==> src/rtl/uart_pkg.sv <==
// Shared UART definitions used by the packet transmitter and the receiver.
// Optional feature macro: UART_TX_PARITY_EN (adds an even-parity bit per frame).
package uart_pkg;

    localparam int unsigned UART_DATA_BITS = 8;
    localparam logic        UART_START_BIT = 1'b0;
    localparam logic        UART_STOP_BIT  = 1'b1;
    localparam logic        UART_IDLE      = 1'b1;

    typedef enum logic [2:0] {
        TX_IDLE   = 3'd0,
        TX_START  = 3'd1,
        TX_DATA   = 3'd2,
`ifdef UART_TX_PARITY_EN
        TX_PARITY = 3'd3,
`endif
        TX_STOP   = 3'd4
    } tx_state_t;

    // Payload width for a packet of the given number of bytes.
    function automatic int unsigned storage_max(input int unsigned bytes);
        return UART_DATA_BITS * bytes;
    endfunction

endpackage

==> src/rtl/baud_tick.sv <==
// Bit-period counter: wraps every CLK_DIV cycles and flags the last cycle of
// each period. A synchronous clear holds it at zero so a frame always starts
// on a fresh period.
module baud_tick #(
    parameter int unsigned CLK_DIV = 16
) (
    input  logic clk,
    input  logic rst,
    input  logic clear_i,
    output logic tick_o
);

    localparam int unsigned      CNT_W    = $clog2(CLK_DIV);
    localparam logic [CNT_W-1:0] CNT_LAST = CNT_W'(CLK_DIV - 1);

    logic [CNT_W-1:0] cnt_q;
    logic [CNT_W-1:0] cnt_d;

    // Next count: advance, wrapping at the end of the period or on clear.
    always_comb begin
        cnt_d = cnt_q + 1'b1;
        if (clear_i || (cnt_q == CNT_LAST)) begin
            cnt_d = '0;
        end
    end

    // Period counter register.
    always_ff @(posedge clk) begin
        if (rst) begin
            cnt_q <= '0;
        end else begin
            cnt_q <= cnt_d;
        end
    end

    assign tick_o = (cnt_q == CNT_LAST);

endmodule

==> src/rtl/uart_packet_tx.sv <==
// Packet transmitter: sends a STORAGE_MAX-bit word as BYTES back-to-back UART
// frames, most significant byte first, data bits MSB first.
// Optional feature macro: UART_TX_PARITY_EN (even parity bit after the data).
module uart_packet_tx
    import uart_pkg::*;
#(
    parameter  int unsigned CLK_DIV     = 16,
    parameter  int unsigned BYTES       = 2,
    localparam int unsigned STORAGE_MAX = storage_max(BYTES)
) (
    input  logic                   clk,
    input  logic                   rst,
    input  logic                   start,
    input  logic [STORAGE_MAX-1:0] storage,
    output logic                   uart_data,
    output logic                   busy,
    output logic                   done
);

    localparam int unsigned       BYTE_W    = (BYTES > 1) ? $clog2(BYTES) : 1;
    localparam logic [BYTE_W-1:0] LAST_BYTE = BYTE_W'(BYTES - 1);
    localparam logic [2:0]        FIRST_BIT = 3'(UART_DATA_BITS - 1);

    tx_state_t               state_q, state_d;
    logic [STORAGE_MAX-1:0]  shift_q, shift_d;
    logic [2:0]              bit_q, bit_d;
    logic [BYTE_W-1:0]       byte_q, byte_d;
    logic                    line_q, line_d;
    logic                    busy_q, busy_d;
    logic                    done_q, done_d;
`ifdef UART_TX_PARITY_EN
    logic                    parity_q, parity_d;
`endif

    logic tick;
    logic baud_clr;

    // The bit period restarts from zero whenever the line is idle.
    assign baud_clr = (state_q == TX_IDLE);

    baud_tick #(
        .CLK_DIV (CLK_DIV)
    ) u_baud_tick (
        .clk     (clk),
        .rst     (rst),
        .clear_i (baud_clr),
        .tick_o  (tick)
    );

    // Next-state logic; outputs are decoded from the next state so that the
    // line, busy and done all come straight from flops.
    always_comb begin
        state_d = state_q;
        shift_d = shift_q;
        bit_d   = bit_q;
        byte_d  = byte_q;
        done_d  = 1'b0;
`ifdef UART_TX_PARITY_EN
        parity_d = parity_q;
`endif

        case (state_q)
            TX_IDLE: begin
                if (start) begin
                    state_d = TX_START;
                    shift_d = storage;
                    byte_d  = '0;
                    bit_d   = '0;
                end
            end
            TX_START: begin
                if (tick) begin
                    state_d = TX_DATA;
                    bit_d   = FIRST_BIT;
`ifdef UART_TX_PARITY_EN
                    parity_d = 1'b0;
`endif
                end
            end
            TX_DATA: begin
                if (tick) begin
                    shift_d = {shift_q[STORAGE_MAX-2:0], 1'b0};
                    bit_d   = bit_q - 1'b1;
`ifdef UART_TX_PARITY_EN
                    parity_d = parity_q ^ shift_q[STORAGE_MAX-1];
`endif
                    if (bit_q == '0) begin
`ifdef UART_TX_PARITY_EN
                        state_d = TX_PARITY;
`else
                        state_d = TX_STOP;
`endif
                    end
                end
            end
`ifdef UART_TX_PARITY_EN
            TX_PARITY: begin
                if (tick) begin
                    state_d = TX_STOP;
                end
            end
`endif
            TX_STOP: begin
                if (tick) begin
                    if (byte_q == LAST_BYTE) begin
                        state_d = TX_IDLE;
                        done_d  = 1'b1;
                    end else begin
                        byte_d  = byte_q + 1'b1;
                        state_d = TX_START;
                    end
                end
            end
            default: begin
                state_d = TX_IDLE;
            end
        endcase

        case (state_d)
            TX_START:  line_d = UART_START_BIT;
            TX_DATA:   line_d = shift_d[STORAGE_MAX-1];
`ifdef UART_TX_PARITY_EN
            TX_PARITY: line_d = parity_d;
`endif
            TX_STOP:   line_d = UART_STOP_BIT;
            default:   line_d = UART_IDLE;
        endcase

        busy_d = (state_d != TX_IDLE);
    end

    // State, datapath and output registers; reset discards any packet in flight.
    always_ff @(posedge clk) begin
        if (rst) begin
            state_q <= TX_IDLE;
            shift_q <= '0;
            bit_q   <= '0;
            byte_q  <= '0;
            line_q  <= UART_IDLE;
            busy_q  <= 1'b0;
            done_q  <= 1'b0;
`ifdef UART_TX_PARITY_EN
            parity_q <= 1'b0;
`endif
        end else begin
            state_q <= state_d;
            shift_q <= shift_d;
            bit_q   <= bit_d;
            byte_q  <= byte_d;
            line_q  <= line_d;
            busy_q  <= busy_d;
            done_q  <= done_d;
`ifdef UART_TX_PARITY_EN
            parity_q <= parity_d;
`endif
        end
    end

    assign uart_data = line_q;
    assign busy      = busy_q;
    assign done      = done_q;

endmodule

==> config.mk <==
export PLATFORM = sky130hd
export DESIGN_NAME = uart_packet_tx
export DESIGN_NICKNAME = d
export VERILOG_FILES = /design/src/rtl/uart_pkg.sv /design/src/rtl/baud_tick.sv /design/src/rtl/uart_packet_tx.sv
export SDC_FILE = /design/constraint.sdc
export NUM_CORES = 1
export LEC_CHECK = 0
export BUFFER_PORTS_ARGS = -buffer_cell sky130_fd_sc_hd__buf_2
export CAP_MARGIN = 20
export CORE_MARGIN = 4
export CORE_UTILIZATION = 25
export DETAILED_ROUTE_END_ITERATION = 12
export GPL_TIMING_DRIVEN = 0
export SLEW_MARGIN = 0
export SYNTH_ARGS = -nofsm -noshare
export SYNTH_HDL_FRONTEND = slang
export SYNTH_SLANG_ARGS = --single-unit
export TNS_END_PERCENT = 1
==> constraint.sdc <==
create_clock -name clk -period 3 [get_ports clk]
set_clock_uncertainty 0.05 [all_clocks]
set_input_delay 0.15 -clock clk [delete_from_list [all_inputs] [get_ports clk]]
set_output_delay 0.15 -clock clk [all_outputs]
set_load 0.01 [all_outputs]
## After elaboration in Yosys (flattened, before gate mapping)

Index checks and enable logic that the tools add are counted.

| word-level totals | value |
|---|---|
| register bits | 30 |

| cells by class | value |
|---|---|
| reductions and logical operators | 12 |
| bitwise logic cells | 2 |
| mux-type cells | 20 |
| equal/unequal tests | 10 |
| $add $sub $neg | 3 |

Operators by type and width:

| cell | count |
|---|---|
| $mux 16 | 2 |
| $pmux 16 s2 | 1 |
| $mux 3 | 8 |
| $pmux 3 s4 | 1 |
| $pmux 3 s3 | 1 |
| $ne 2x2->1 const B | 4 |
| $eq 3x1->1 const B | 2 |
| $eq 3x2->1 const B | 2 |
| $logic_not 3->1 | 2 |
| $reduce_and 3->1 | 2 |
| $reduce_bool 3->1 | 2 |
| $mux 1 | 5 |
| $add 4x1->4 const B | 1 |
| $eq 4x4->1 const B | 1 |
| $pmux 1 s2 | 2 |
| $reduce_and 4->1 | 1 |
| $reduce_bool 2->1 | 2 |
| $eq 3x3->1 const B | 1 |
| $reduce_or 3->1 | 1 |
| $sub 3x1->3 const B | 1 |
| $not 1->1 | 2 |
| $reduce_or 2->1 | 1 |
| $add 1x1->1 const B | 1 |
| $logic_or 1x1->1 | 1 |

## Logic depth before layout (Yosys ltp)

| logic depth | value |
|---|---|
| depth in word-level cells | 6 |
| gate-level depth with buffers | 7 |
| mapped depth without buffers | 6 |

## By module

A second synthesis with hierarchy kept.

| second synthesis, totals | value |
|---|---|
| cells, all modules | 161 |
| area total of the unflattened synthesis | 1391.3 sq um |

By module, submodules not included:

| module | seq. area each (sq um) | cells each | area an instance (sq um) | instances |
|---|---|---|---|---|
| uart_packet_tx | 520.5 | 145 | 1233.7 | 1 |
| baud_tick | 80.1 | 16 | 157.7 | 1 |

## Worst setup path before layout

No wires, ideal clock.

| timing | value |
|---|---|
| kind | register to register |
| start | reg u_baud_tick.cnt_q[0] |
| end | reg shift_q[10] |
| path buffers | 2 |
| setup time | 0.070 ns |
| arrival | 1.543 ns |
| cell stages (with the launch flop) | 8 |
| path slack | 1.336 ns |
| cells stage by stage | dfxtp_1 ha_1 and3_1 clkbuf_1 a21oi_2 buf_2 nand2_1 a21oi_1 |

| on the way | value |
|---|---|
| longest elaborated chain between the ends | 3 |

RTL lines:

| what | RTL line | source |
|---|---|---|
| start: declaration | baud_tick.sv:16 | `logic [CNT_W-1:0] cnt_q;` |
| start signal: assignment | baud_tick.sv:32 | `cnt_q <= cnt_d;` |
| $eq 4x4->1 | baud_tick.sv:36 | `assign tick_o = (cnt_q == CNT_LAST);` |
| $ne 2x2->1 (no line) | -- |  |
| $reduce_and 3->1 (no line) | -- |  |
| end signal: assignment | uart_packet_tx.sv:147 | `shift_q <= shift_d;` |
| end: declaration | uart_packet_tx.sv:25 | `logic [STORAGE_MAX-1:0] shift_q, shift_d;` |

No other way between the ends.
A chain may end at the register's enable or synchronous reset.

## Worst setup path after layout

| timing | value |
|---|---|
| start | reg u_baud_tick.cnt_q[0] |
| end | reg shift_q[2] |

Same word-level chain as after synthesis.

==> run metrics <==
Nets 205; dpl ws 0.967 ns; CP Buf/Inv Count 2; clock-pin slew on the worst setup and hold paths 0.07 ns; CP Data Arrival Time 2.16 ns; Syn Area/Cell around 8.6 um2; FP Rows 26; period utilization between 60% and 70%; Core Area ~5200 um2; Synth top area share between 40% and 50%; sequential share of power ~50%; clock power share around two fifths; setup tns final 0 ns; FF-to-FF End shift_q[2]; latest clock arrival within the worst-skew pair 0.28 ns; fin cells around 250; setup slack, reg-to-reg ~0.99 ns; Crit Path Category reg -> reg; Setup Viol. Count Final 0; layout cell share with drive strength beyond 1 ~21%; crit-path leading delay family compound AO/OA/AOI/OAI gates; register bit count reported by yosys 30; RR Startpoint u_baud_tick.cnt_q[0]; Final Slew Violations 0; # Post-CTS Setup Buffers 0; CP cell instances ha_1 -> and3_1 -> clkbuf_1 -> a21oi_2 -> buf_2 -> nand2_1 -> a21oi_1; crit path max fanout 10; first-pass GRT wire length 4930 um; R2R cell count 7; sw frac 24.4%; hold endpoint shift_q[0]; initial core utilization approximately a quarter; Rel. slew slack 69.7%; hpwl dp about 2100 um; Syn Nets around 180; CTS buffer count 5; I/O pin cnt 22; clock sinks 30; routability cong. 0.767; Max IR drop VDD 0.000127 V; count leader, synth dfxtp_1; DR iter-0 viols 93; TritonCTS clock tree built; async set or reset register ratio after synthesis 0%; critical path endpoint category register; status complete, no violations; Die Span X a little over 80 um; synth top area cells dfxtp_1 45%, a21oi_1 8.9%, a22oi_1 7.8%; Seq/Total Area, Yosys about 45%; Hold Vio Cnt, Final 0; Net Sw Power about 210 uW; Comb pwr share 9.5%; Die Ht slightly above 80 um; cell-internal power about 640 uW; Top FF cell, synth dfxtp_1; Power Density 517 nW/um2; slowest CP cell a21oi_2; vias in the first global route between 1k and 1.5k; Ys Warns 0; routed length per placed instance roughly 11 um; Max Cap Viol 0; die area around 6600 um2; Data required, critical path ~3.2 ns; Netlist cell types 32; Critical Path Max Stage Delay ~0.41 ns; dpl cells between 200 and 250; Via density about 4.6; GRT Util Overall under 10%; routed wire length between 2000 and 3000 um; RSZ-0062 raised after global routing false; EDFF count, synth 0; H-tree lvl count 2; post-synthesis instance total ~160; DP Area approximately 1500 um2; cell taking the most area after synthesis dfxtp_1; CP Depth 7; Worst Min Path Start storage[0]; Final min period 2.01 ns; Final Hold Slack around 0.070 ns; IO Port Bufs 20; hold crit path type in -> reg; ant diodes 0; CTS max path bufs 2; commonest cells in the netlist 30 x dfxtp_1, 24 x a21oi_1, 17 x nand2_1, 14 x a22oi_1, 14 x nor2_1; Final Instance Area 1630 um2; number of nets with antenna violations after routing 0; P&R area growth vs syn 21.0%; leakage power around 0.00064 uW; worst hold stages 3; CTS resizes 0; crit path launch type register; root buffer cell clkbuf_8; drt pass-1 iters 4; Residual DRC 0; fmax between 400 and 500 MHz; final worst setup slack roughly 0.99 ns; # hold bufs at CTS 0; initial antenna violation count 0; Vias about 1.2k; Post-Syn Area roughly 1300 um2; worst slew pin tran roughly 0.45 ns; GR Overflow Total 0; largest net degree at the start of global routing 11
## worst max path at each step
| stage | start | endpoint |
|---|---|---|
| after detailed placement | u_baud_tick.cnt_q[0] | shift_q[2] |
| final | u_baud_tick.cnt_q[0] | shift_q[2] |
| after floorplan | u_baud_tick.cnt_q[0] | shift_q[10] |
| after global routing | u_baud_tick.cnt_q[0] | shift_q[6] |
| after global placement | u_baud_tick.cnt_q[0] | shift_q[2] |
| after CTS | u_baud_tick.cnt_q[0] | shift_q[2] |
## through the flow
stage	utilization, %	total power [uW]
6_report	31.5	842
3_3_place_gp	29.7	516
3_5_place_dp	29.7	517
5_1_grt	31.5	885
2_1_floorplan	-	488
4_1_cts	31.5	855
## state kept, by name, summed over array words and instances (netlist names)
register	flops
u_baud_tick.cnt_q	4
bit_q	3
done	1
busy	1
byte_q	1
uart_data	1
state_q	3
shift_q	16
## power groups by stage
stage               logic [uW]  registers [uW]  clock network, uW
floorplan                 52.8             435                  0
global placement          80.3             436                  0
detailed placement        80.7             436                  0
CTS                       81.3             427                346
global route              93.2             429                363
finish                    79.8             427                335
## layout by cell type, fill, tap and decap left out, types with 2 or more instances in the layout
master and count:
buf_2 25, xor2_1 2, nand2b_1 2, inv_1 3
o21bai_1 3, ha_1 3, nand2_1 17, nor2_1 14
nor3_1 7, dfxtp_1 30, nor3b_1 6, a21oi_1 24
clkbuf_8 6, a22oi_1 14, nand3_1 3, clkbuf_1 6
## final cells by class
cell class                 count  area (um2)
buffer                        11        47.5
sequential                    30         601
timing repair buffer          20         100
tap                           70        87.6
clock inverter                 2        12.5
fill                         559        3540
inverter                       3        11.3
multi-input combinational    112         687
clock buffer                   6        82.6
## per-layer routing
layer	up-vias	global-route usage, %	wire, um
met2	28	15.1	1310
met5	-	0	0
li1	610	-	-
met1	529	11.9	1330
met4	0	6.08	80
met3	7	2.99	191
## cell families (layout without fill, tap and decap cells)
logic type      Yosys count  in the layout  synth area share (%)
fa+ha+maj                 3              3                  2.79
xor+xnor                  3              3                  1.95
flops                    30             30                  44.6
simple gates             57             57                  22.6
compound gates           48             48                  23.0
buf+inv                  14             42                  4.37
mux                       1              1                 0.744
## worst reg2reg max path, cell delays in order (launching register included)
cell	delay, ns
dfxtp_1	0.32
ha_1	0.23
and3_1	0.18
clkbuf_1	0.20
a21oi_2	0.41
buf_2	0.31
nand2_1	0.08
a21oi_1	0.15
No activity file was read; power rests on OpenSTA's default activity.
